## src/rtl/panel_input_conditioner_pkg.sv

```systemverilog
// panel_input_conditioner shared types and helpers.
// Per-channel hold state and constant width helpers.
package panel_input_conditioner_pkg;

    typedef enum logic [1:0] {
        ST_RELEASED    = 2'd0,
        ST_HELD_WAIT   = 2'd1,
        ST_HELD_REPEAT = 2'd2
    } chan_state_e;

    function automatic int max_int(input int a, input int b);
        return (a > b) ? a : b;
    endfunction

    // Width of a counter holding 0..n inclusive, never below one bit.
    function automatic int cnt_width(input int n);
        return (n < 1) ? 1 : $clog2(n + 1);
    endfunction

endpackage

```

## src/rtl/panel_input_conditioner_if.sv

```systemverilog
// Pin-side and conditioned-side bundle for the panel input conditioner.
// master drives the pins, slave is the conditioner.
interface panel_input_conditioner_if #(
    parameter int N_CH = 8
);
    logic [N_CH-1:0] raw_i;
    logic [N_CH-1:0] level_o;
    logic [N_CH-1:0] press_o;
    logic [N_CH-1:0] release_o;
    logic [N_CH-1:0] strobe_o;
    logic            any_active_o;

    modport master (
        output raw_i,
        input  level_o,
        input  press_o,
        input  release_o,
        input  strobe_o,
        input  any_active_o
    );

    modport slave (
        input  raw_i,
        output level_o,
        output press_o,
        output release_o,
        output strobe_o,
        output any_active_o
    );
endinterface

```

## src/rtl/panel_input_conditioner_channel.sv

```systemverilog
// One conditioned input: synchroniser, debounce counter,
// press/release detection and auto-repeat state machine.
module panel_input_channel
    import panel_input_conditioner_pkg::*;
#(
    parameter int DEB_TICKS       = 100,
    parameter int REP_DELAY_TICKS = 5000,
    parameter int REP_RATE_TICKS  = 1000,
    parameter bit INVERT          = 1'b0,
    parameter bit REPEAT          = 1'b0
) (
    input  logic clk,
    input  logic reset,
    input  logic tick_i,
    input  logic raw_i,
    output logic level_o,
    output logic press_o,
    output logic release_o,
    output logic strobe_o
);
    localparam int CW = cnt_width(DEB_TICKS);
    localparam int RW = cnt_width(max_int(REP_DELAY_TICKS, REP_RATE_TICKS));

    localparam logic [CW-1:0] DEB_LAST  = CW'(DEB_TICKS - 1);
    localparam logic [RW-1:0] DLY_LAST  = RW'(REP_DELAY_TICKS - 1);
    localparam logic [RW-1:0] RATE_LAST = RW'(REP_RATE_TICKS - 1);

    logic          sync1_q;
    logic          sync2_q;
    logic          s;
    logic [CW-1:0] cnt_q;
    logic [CW-1:0] cnt_d;
    logic          level_q;
    logic          level_d;
    logic          rise;
    logic          fall;
    chan_state_e   state_q;
    logic [RW-1:0] rcnt_q;
    logic          press_q;
    logic          release_q;
    logic          strobe_q;

    // Two-flop synchroniser for the asynchronous pin.
    always_ff @(posedge clk) begin
        if (reset) begin
            sync1_q <= 1'b0;
            sync2_q <= 1'b0;
        end else begin
            sync1_q <= raw_i;
            sync2_q <= sync1_q;
        end
    end

    assign s = sync2_q ^ INVERT;

    // Debounce: any agreeing cycle clears, disagreeing ticks count up.
    always_comb begin
        cnt_d   = cnt_q;
        level_d = level_q;
        if (s == level_q) begin
            cnt_d = '0;
        end else if (tick_i) begin
            if (cnt_q == DEB_LAST) begin
                level_d = s;
                cnt_d   = '0;
            end else begin
                cnt_d = cnt_q + CW'(1);
            end
        end
    end

    // Debounce state registers.
    always_ff @(posedge clk) begin
        if (reset) begin
            cnt_q   <= '0;
            level_q <= 1'b0;
        end else begin
            cnt_q   <= cnt_d;
            level_q <= level_d;
        end
    end

    assign rise = level_d & ~level_q;
    assign fall = ~level_d & level_q;

    // Hold/repeat state machine with registered pulse outputs.
    always_ff @(posedge clk) begin
        if (reset) begin
            state_q   <= ST_RELEASED;
            rcnt_q    <= '0;
            press_q   <= 1'b0;
            release_q <= 1'b0;
            strobe_q  <= 1'b0;
        end else begin
            press_q   <= 1'b0;
            release_q <= 1'b0;
            strobe_q  <= 1'b0;
            unique case (state_q)
                ST_RELEASED: begin
                    if (rise) begin
                        state_q  <= ST_HELD_WAIT;
                        rcnt_q   <= '0;
                        press_q  <= 1'b1;
                        strobe_q <= 1'b1;
                    end
                end
                ST_HELD_WAIT: begin
                    if (fall) begin
                        state_q   <= ST_RELEASED;
                        rcnt_q    <= '0;
                        release_q <= 1'b1;
                    end else if (tick_i) begin
                        if (rcnt_q != DLY_LAST) begin
                            rcnt_q <= rcnt_q + RW'(1);
                        end else if (REPEAT) begin
                            strobe_q <= 1'b1;
                            rcnt_q   <= '0;
                            state_q  <= ST_HELD_REPEAT;
                        end
                    end
                end
                ST_HELD_REPEAT: begin
                    if (fall) begin
                        state_q   <= ST_RELEASED;
                        rcnt_q    <= '0;
                        release_q <= 1'b1;
                    end else if (tick_i) begin
                        if (rcnt_q == RATE_LAST) begin
                            strobe_q <= 1'b1;
                            rcnt_q   <= '0;
                        end else begin
                            rcnt_q <= rcnt_q + RW'(1);
                        end
                    end
                end
                default: begin
                    state_q <= ST_RELEASED;
                    rcnt_q  <= '0;
                end
            endcase
        end
    end

    assign level_o   = level_q;
    assign press_o   = press_q;
    assign release_o = release_q;
    assign strobe_o  = strobe_q;

endmodule

```

## src/rtl/panel_input_conditioner.sv

```systemverilog
// Front-panel input conditioner: shared sample-tick prescaler
// feeding N_CH independent debounce/repeat channels.
module panel_input_conditioner
    import panel_input_conditioner_pkg::*;
#(
    parameter int              N_CH            = 8,
    parameter int              TICK_DIV        = 2500,
    parameter int              DEB_TICKS       = 100,
    parameter int              REP_DELAY_TICKS = 5000,
    parameter int              REP_RATE_TICKS  = 1000,
    parameter logic [N_CH-1:0] INVERT_MASK     = '0,
    parameter logic [N_CH-1:0] REPEAT_MASK     = '0
) (
    input  logic                    clk,
    input  logic                    reset,
    panel_input_conditioner_if.slave pins
);
    localparam int PW = cnt_width(TICK_DIV - 1);
    localparam logic [PW-1:0] DIV_LAST = PW'(TICK_DIV - 1);

    logic [PW-1:0]   pre_q;
    logic [PW-1:0]   pre_d;
    logic            tick;
    logic [N_CH-1:0] lvl;
    logic [N_CH-1:0] prs;
    logic [N_CH-1:0] rel;
    logic [N_CH-1:0] stb;

    assign tick  = (pre_q == DIV_LAST);
    assign pre_d = tick ? '0 : pre_q + PW'(1);

    // Free-running sample prescaler, restarted by reset.
    always_ff @(posedge clk) begin
        if (reset) begin
            pre_q <= '0;
        end else begin
            pre_q <= pre_d;
        end
    end

    for (genvar i = 0; i < N_CH; i++) begin : g_ch
        panel_input_channel #(
            .DEB_TICKS       (DEB_TICKS),
            .REP_DELAY_TICKS (REP_DELAY_TICKS),
            .REP_RATE_TICKS  (REP_RATE_TICKS),
            .INVERT          (INVERT_MASK[i]),
            .REPEAT          (REPEAT_MASK[i])
        ) u_ch (
            .clk       (clk),
            .reset     (reset),
            .tick_i    (tick),
            .raw_i     (pins.raw_i[i]),
            .level_o   (lvl[i]),
            .press_o   (prs[i]),
            .release_o (rel[i]),
            .strobe_o  (stb[i])
        );
    end

    assign pins.level_o      = lvl;
    assign pins.press_o      = prs;
    assign pins.release_o    = rel;
    assign pins.strobe_o     = stb;
    assign pins.any_active_o = |lvl;

endmodule

```

## src/flat_wrapper.sv

```systemverilog
// flat-port wrapper written by rule: the top's interface ports become plain ports
module panel_input_conditioner_flat import panel_input_conditioner_pkg::*;
#(
    parameter int              N_CH            = 8,
    parameter int              TICK_DIV        = 2500,
    parameter int              DEB_TICKS       = 100,
    parameter int              REP_DELAY_TICKS = 5000,
    parameter int              REP_RATE_TICKS  = 1000,
    parameter logic [N_CH-1:0] INVERT_MASK     = '0,
    parameter logic [N_CH-1:0] REPEAT_MASK     = '0
)
  (clk, reset, pins_raw_i, pins_level_o, pins_press_o, pins_release_o, pins_strobe_o, pins_any_active_o);
  panel_input_conditioner_if #(.N_CH(N_CH)) pins_i ();
  input  logic clk;
  input  logic reset;
  input wire logic [$bits(pins_i.raw_i)-1:0] pins_raw_i;
  output wire logic [$bits(pins_i.level_o)-1:0] pins_level_o;
  output wire logic [$bits(pins_i.press_o)-1:0] pins_press_o;
  output wire logic [$bits(pins_i.release_o)-1:0] pins_release_o;
  output wire logic [$bits(pins_i.strobe_o)-1:0] pins_strobe_o;
  output wire logic [$bits(pins_i.any_active_o)-1:0] pins_any_active_o;
  assign pins_i.raw_i = pins_raw_i;
  assign pins_level_o = pins_i.level_o;
  assign pins_press_o = pins_i.press_o;
  assign pins_release_o = pins_i.release_o;
  assign pins_strobe_o = pins_i.strobe_o;
  assign pins_any_active_o = pins_i.any_active_o;
  panel_input_conditioner #(.N_CH(N_CH), .TICK_DIV(TICK_DIV), .DEB_TICKS(DEB_TICKS), .REP_DELAY_TICKS(REP_DELAY_TICKS), .REP_RATE_TICKS(REP_RATE_TICKS), .INVERT_MASK(INVERT_MASK), .REPEAT_MASK(REPEAT_MASK)) u_core (.clk(clk), .reset(reset), .pins(pins_i));
endmodule
```

## config.mk

```make
export PLATFORM = sky130hd
export DESIGN_NAME = panel_input_conditioner_flat
export DESIGN_NICKNAME = d
export VERILOG_FILES = /design/src/rtl/panel_input_conditioner_pkg.sv /design/src/rtl/panel_input_conditioner_if.sv /design/src/rtl/panel_input_conditioner_channel.sv /design/src/rtl/panel_input_conditioner.sv /design/src/flat_wrapper.sv
export SDC_FILE = /design/constraint.sdc
export NUM_CORES = 1
export LEC_CHECK = 0
export ABC_AREA = 1
export BUFFER_PORTS_ARGS = -buffer_cell sky130_fd_sc_hd__buf_2
export CAP_MARGIN = 20
export CORE_AREA = 2 2 124 126
export CTS_CLUSTER_SIZE = 40
export DETAILED_ROUTE_END_ITERATION = 7
export DIE_AREA = 0 0 126 128
export PLACE_DENSITY = 0.55
export SLEW_MARGIN = 20
export SYNTH_ARGS = -nofsm -noshare
export SYNTH_HDL_FRONTEND = slang
export SYNTH_SLANG_ARGS = --single-unit
```

## constraint.sdc

```tcl
create_clock -name clk -period 1.6 [get_ports clk]
set_clock_uncertainty 0.2 [all_clocks]
set_input_delay 0.08 -clock clk [delete_from_list [all_inputs] [get_ports clk]]
set_output_delay 0.08 -clock clk [all_outputs]
set_load 0.02 [all_outputs]
```

==> flow_metrics.tcl, run 1 <==
set metrics [dict create \
    dp_slack_ns -0.171 \
    synthCells 867 \
    initial_core_util_pct 39.0 \
    multi_input_area_um2 3020 \
    grt.met3_usage_pct 4.67 \
    max_freq_ghz 0.585 \
    drc 0 \
    final_nets 1015 \
    synthArstFlopShare_pct 0 \
    globalplace.congestion 0.802 \
    num_rows 45 \
    yosysMostFrequentCell "nand2_1" \
    syn_nets 886 \
    grtUsageMet2_pct 30.6 \
    worst_pin_slew_ns 0.323 \
    relSlewSlack_pct 78.3 \
    wl_per_cell_um 12.7 \
    p_leak_uw 0.00351 \
    required_ns 1.71 \
    ys.flop_type "dfxtp_1" \
    whs_ns 0.198 \
    clock_sinks 116 \
    syn_to_final_growth_pct 39.3 \
    ys_seq_elements 116 \
    synth.largest_area_cell "dfxtp_1" \
    design_area_um2 8090 \
    failed_checks "setup timing" \
    grt_pass1_vias 5058 \
    pin_count 43 \
    yosys_warnings 0 \
    grt.total_usage_pct 18.7 \
    min_path_type "reg -> reg" \
    rsz0062_at_grt "true" \
    ant_nets 0 \
    cts_tree "done" \
    clock_latency_ns 0.42 \
    nFillCells 1454 \
    powerDensity_nw_per_um2 891 \
    vias_per_cell 4.76 \
    grt_first_pass_wirelength_mm 24.1 \
    synth_edf_count 0 \
    cts_made_buffers 17 \
    drtIter0Drc 374 \
    clock_path_buffers 2 \
    dr.pass1.iters 7 \
    dp_hpwl_mm 9.39 \
    ys_top_cells_by_area "dfxtp_1 (40%), nand2_1 (13%), nor2_1 (8.5%)" \
    io_buffer_count 42 \
    n_antenna_cell 0 \
    start_kind "register" \
    max_cap_viol_count 0 \
    worstSetupPathType "reg -> reg" \
    vias 5696 \
    outcome "finished with violations" \
    syn_area_per_cell_um2 6.69 \
    seq_area_um2 2330 \
    fin_crit_ns 1.71 \
    final_util_pct 54.4 \
    fp.dieArea_um2 16100 \
    antenna_found_initial 0 \
    finalSetupViolations 76 \
    end_kind "register" \
    slew_viol_final 0 \
    period_share_pct 107 \
    worstPathMaxFanout 10 \
    grt_max_degree 35 \
    die_h_um 128 \
    cts_root_buffer "clkbuf_16" \
    htreeDepth 4 \
    worst_slack_ns -0.109 \
    place_area_um2 6660 \
    netlist_area_um2 5800 \
    arrival_ns 1.82 \
    clk_pin_slew_worst_paths_ns 0.06 \
    core_um2 14900 \
    hold_violations 0 \
    synthDistinctLibCells 27 \
    gr-max-usage-layer "met2" \
    synth_top_area_share_pct 40.0 \
    ys_seq_area_share_pct 40.0 \
    synth_common_cells "nand2_1 (207), nor2_1 (131), inv_1 (122)" \
    vdd_drop_max_mv 0.769 \
    drive_gt1_share_pct 26.6 \
    die_x_um 126 \
    drt_wl_total_mm 15.2 \
    setup_tns_ns -4.64 \
    grt.overflow.total 0 \
    use_met1_pct 24.4 \
]
-- state kept, by name, indices dropped and copies added (netlist names) --
signal,count
u_core.g_ch.u_ch.cnt_q,56
u_core.pre_q,12
u_core.g_ch.u_ch.level_o,8
u_core.g_ch.u_ch.release_o,8
u_core.g_ch.u_ch.s,8
u_core.g_ch.u_ch.state_q,8
u_core.g_ch.u_ch.sync1_q,8
u_core.g_ch.u_ch.press_o,4
u_core.g_ch.u_ch.strobe_o,4
-- path summary, 6_finish.rpt --
kind / from / end / slack, ns / cells past startpoint
max: u_core.pre_q[0] / u_core.g_ch[7].u_ch.cnt_q[0] / -0.11 / 10
min: u_core.g_ch[0].u_ch.sync1_q / u_core.g_ch[0].u_ch.s / 0.20 / 2
max reg2reg: u_core.pre_q[0] / u_core.g_ch[7].u_ch.cnt_q[0] / -0.11 / 10
min reg2reg: u_core.g_ch[0].u_ch.sync1_q / u_core.g_ch[0].u_ch.s / 0.20 / 2
-- power by group --
part	internal, µW	switching [µW]	total, µW
Sequential	2910	15.8	2930
Clock	2680	1390	4070
Combinational	96.3	101	197
Total	5690	1510	7200
-- logic make-up (layout without fill, tap and decap cells) --
family	count (synthesis)	count (layout)	share of synthesized area [%]
and+or+nand+nor	474	474	34.5
buffers and inverters	177	319	14.6
DFF	116	116	40.0
AOI/OAI and AO/OA	78	78	7.07
xor gates and xnor gates	13	13	1.96
adders and majority gates	9	9	1.94
-- through the flow --
step / total power (µW) / std cells
after floorplan: 3070 / 867
after global placement: 3130 / 1137
after detailed placement: 3130 / 1137
after CTS: 7250 / 1191
after global routing: 7450 / 1197
final: 7200 / 1197
-- worst max-delay path, cell delays in order (launching register included) --
cell     delay [ns]
dfxtp_2        0.35
ha_4           0.16
nand2_4        0.05
nor2_4         0.11
nand2_2        0.06
nor2_4         0.12
buf_12         0.14
inv_4          0.08
buf_12         0.16
a21oi_2        0.12
nor2_1         0.05
-- layout by cell type, fill, tap and decap left out, types with 3 or more instances in the layout --
| cell | instances |
|---|---|
| clkinv_2 | 4 |
| nand2_2 | 9 |
| nand3_4 | 5 |
| buf_12 | 8 |
| dfxtp_2 | 3 |
| a21oi_2 | 15 |
| nand4_1 | 25 |
| nand3_2 | 12 |
| clkinvlp_4 | 4 |
| buf_2 | 41 |
| buf_4 | 81 |
| ha_1 | 8 |
| nor2_2 | 7 |
| inv_1 | 120 |
| xor2_1 | 12 |
| bufinv_16 | 4 |
| dlygate4sd3_1 | 15 |
| o21ai_4 | 3 |
| a21oi_1 | 46 |
| nor2_1 | 120 |
| nand3_1 | 63 |
| nor3_2 | 11 |
| nand2_1 | 198 |
| buf_6 | 12 |
| a31o_2 | 5 |
| nor2_4 | 8 |
| nor3_1 | 12 |
| dfxtp_1 | 112 |
| clkbuf_16 | 19 |
| o21ai_0 | 6 |
-- routing by layer --
metal / part of all wire [%] / up-vias
met5: 0 / -
li1: - / 2969
met3: 3.1 / 24
met4: 2.2 / 0
met2: 47 / 105
met1: 48 / 2598
-- area by class of cell --
cell class	instances	share of cell area, %
Sequential cell	116	28.8
Clock inverter	13	2.23
Tap cell	188	2.91
Timing Repair Buffer	163	17.2
Clock buffer	19	5.60
Inverter	124	5.83
Multi-Input combinational cell	574	37.4
-- repair_timing --
item                                   CTS  global route
endpoints found under the hold margin   26             0
hold buffers                            15             0
buffers inserted                         3             6
cloned                                   4             2
pin swaps                               14            18
setup endpoints to repair               97           107
resized for setup                       52            60
(Power assumes the default switching activity.)
==> run 2: changes to the inputs <==
CORE_AREA = 3 3 108 110   (was 2 2 124 126)
DIE_AREA = 0 0 111 113   (was 0 0 126 128)
PLACE_DENSITY = 0.72   (was 0.55)
==> run 2 against run 1 <==
  * The flow still finishes with violations (setup timing)
  * Flip-flop and latch count unchanged
  * Maximum frequency shrank 7.3%
  * Clock power rose by 3%
  * Design area rose by 4.7%
  * First-iteration DRC count up 54%
  * Power increased by 1.5%
  * Critical path depth shrank 1
  * Core utilization up 24 points
  * Critical path type unchanged
  * Register-to-register slack got worse by 0.14 ns
  * Die area down 22%
==> flow_metrics.tcl, run 2 (same netlist as run 1, synthesis figures left out) <==
set metrics [dict create \
    die_h_um 113 \
    final_common_cell "nand2_1" \
    end_kind "register" \
    clock_power_share_pct 57.2 \
    cts_root_buffer "clkbuf_8" \
    multi_input_area_um2 3300 \
    drt_wl_total_mm 18.0 \
    arrival_ns 2.08 \
    dp_hpwl_mm 8.90 \
    clock_path_buffers 2 \
    vias 6181 \
    failed_checks "setup timing" \
    max_cap_viol_count 0 \
    finalSetupViolations 101 \
    globalplace.congestion 0.848 \
    fp.dieArea_um2 12500 \
    p_int_uw 5850 \
    worstPathMaxFanout 7 \
    n_antenna_cell 0 \
    p_leak_uw 0.00365 \
    pwr-share-comb_pct 2.8 \
    clock_latency_ns 0.54 \
    drive_gt1_share_pct 32.9 \
    cts_made_buffers 17 \
    mostFrequentLayoutCells "nand2_1 (169), inv_1 (117), dfxtp_1 (108), nor2_1 (104), buf_4 (75)" \
    reg_top3 "u_core.g_ch.u_ch.cnt_q x56, u_core.pre_q x12" \
    required_ns 1.83 \
    p_seq_share_pct 40.1 \
    final_nets 1016 \
    grt_max_degree 35 \
    io_buffer_count 42 \
    initial_core_util_pct 53.8 \
    powerDensity_nw_per_um2 864 \
    die_x_um 111 \
    rsz0062_at_grt "true" \
    grt.overflow.total 0 \
    wl_per_cell_um 15.6 \
    nFillCells 625 \
    drtIter0Drc 577 \
    syn_to_final_growth_pct 45.9 \
    pin_count 43 \
    grt.total_usage_pct 25.9 \
    grt_first_pass_wirelength_mm 26.1 \
    hold_violations 0 \
    antenna_found_initial 0 \
    fin_crit_ns 1.84 \
    place_area_um2 6500 \
    slew_viol_final 0 \
    fin_cells 1150 \
    clk_pin_slew_worst_paths_ns 0.06 \
    worst_slack_ns -0.244 \
    clock_sinks 116 \
    dp.cells 1074 \
    core_um2 10800 \
    dr.pass1.iters 5 \
    design_area_um2 8470 \
    num_rows 38 \
    cts_tree "done" \
    ant_nets 0 \
    htreeDepth 4 \
    period_share_pct 115 \
    vdd_drop_max_mv 0.728 \
    drc 0 \
    top_register "u_core.g_ch.u_ch.cnt_q" \
    largest_reg_flops 56 \
    max_freq_ghz 0.542 \
    p_sw_share_pct 20.0 \
    worst_pin_slew_ns 0.331 \
    dp_slack_ns -0.142 \
    vias_per_cell 5.37 \
    worstSetupPathType "reg -> reg" \
    grt_pass1_vias 5651 \
    setup_tns_ns -15.99 \
    outcome "finished with violations" \
    min_path_type "in -> reg" \
    seq_area_um2 2340 \
    p_sw_uw 1460 \
    relSlewSlack_pct 77.9 \
    start_kind "register" \
]
run 2: cell types whose count changed in the layout (fill, tap and decap cells not counted), moves of 5 or more:
cell     previous run  this run
a21oi_2            15        20
nand2_1           198       169
nor2_4              8        15
nor2_2              7        16
nand3_1            63        54
nand2_4             1        12
nor2_1            120       104
buf_4              81        75
nand3_2            12        18
a21oi_1            46        40
nand2_2             9        27
run 2: metal layers:
layer / share of wire, % / GRT usage, % / up-vias
li1: - / - / 2973
met1: 38 / 29.7 / 2837
met2: 51 / 45.9 / 302
met3: 7.2 / 6.31 / 69
met4: 4.0 / 11.5 / 0
met5: 0 / 0 / -
run 2: metrics by stage:
stage	hold WS, ns	total power (µW)	util, %
floorplan	-0.0130	3070	-
global placement	0.0813	3130	60.2
detailed placement	0.0870	3130	60.2
CTS	0.136	7300	74.0
global route	0.155	7480	78.4
finish	0.155	7310	78.4
run 2: path summary, 6_finish.rpt:
check | slack [ns] | from | to | depth (start not counted)
worst max register to register | -0.24 | u_core.pre_q[1] | u_core.g_ch[6].u_ch.cnt_q[3] | 9
worst min register to register | 0.20 | u_core.g_ch[3].u_ch.sync1_q | u_core.g_ch[3].u_ch.s | 2
worst max-delay path | -0.24 | u_core.pre_q[1] | u_core.g_ch[6].u_ch.cnt_q[3] | 9
worst min-delay path | 0.16 | pins_raw_i[6] | u_core.g_ch[6].u_ch.sync1_q | 4
run 2: layout make-up:
| cell class | count | share of cell area (%) |
|---|---|---|
| Clock buffer | 22 | 5.59 |
| Clock inverter | 10 | 2.07 |
| Inverter | 124 | 5.69 |
| Multi-Input combinational cell | 574 | 39.0 |
| Sequential cell | 116 | 27.6 |
| Tap cell | 140 | 2.07 |
| Timing Repair Buffer | 164 | 17.9 |
run 2: worst max-delay path: stages, from the launching register on:
cell and delay [ns]:
dfxtp_2 0.35, ha_4 0.16, buf_4 0.12, nand2_4 0.05, nor2_4 0.13, nand3_4 0.16, buf_12 0.19, o21ai_4 0.21
buf_4 0.15, a21oi_2 0.02
run 2: what timing repair did:
| item | in CTS | in global routing |
|---|---|---|
| setup endpoints to repair | 85 | 105 |
| hold buffers | 16 | 0 |
| hold endpoints to repair | 76 | 0 |
| pin swaps | 35 | 34 |
| gates cloned | 7 | 3 |
| setup buffers | 10 | 13 |
| gates resized for setup | 124 | 93 |
run 2: power by group through the flow:
stage               combinational [µW]  sequential (µW)  clock, µW
floorplan                         82.5             2990          0
global placement                   137             2990          0
detailed placement                 138             2990          0
CTS                                182             2930       4190
global route                       225             2930       4330
finish                             204             2930       4180
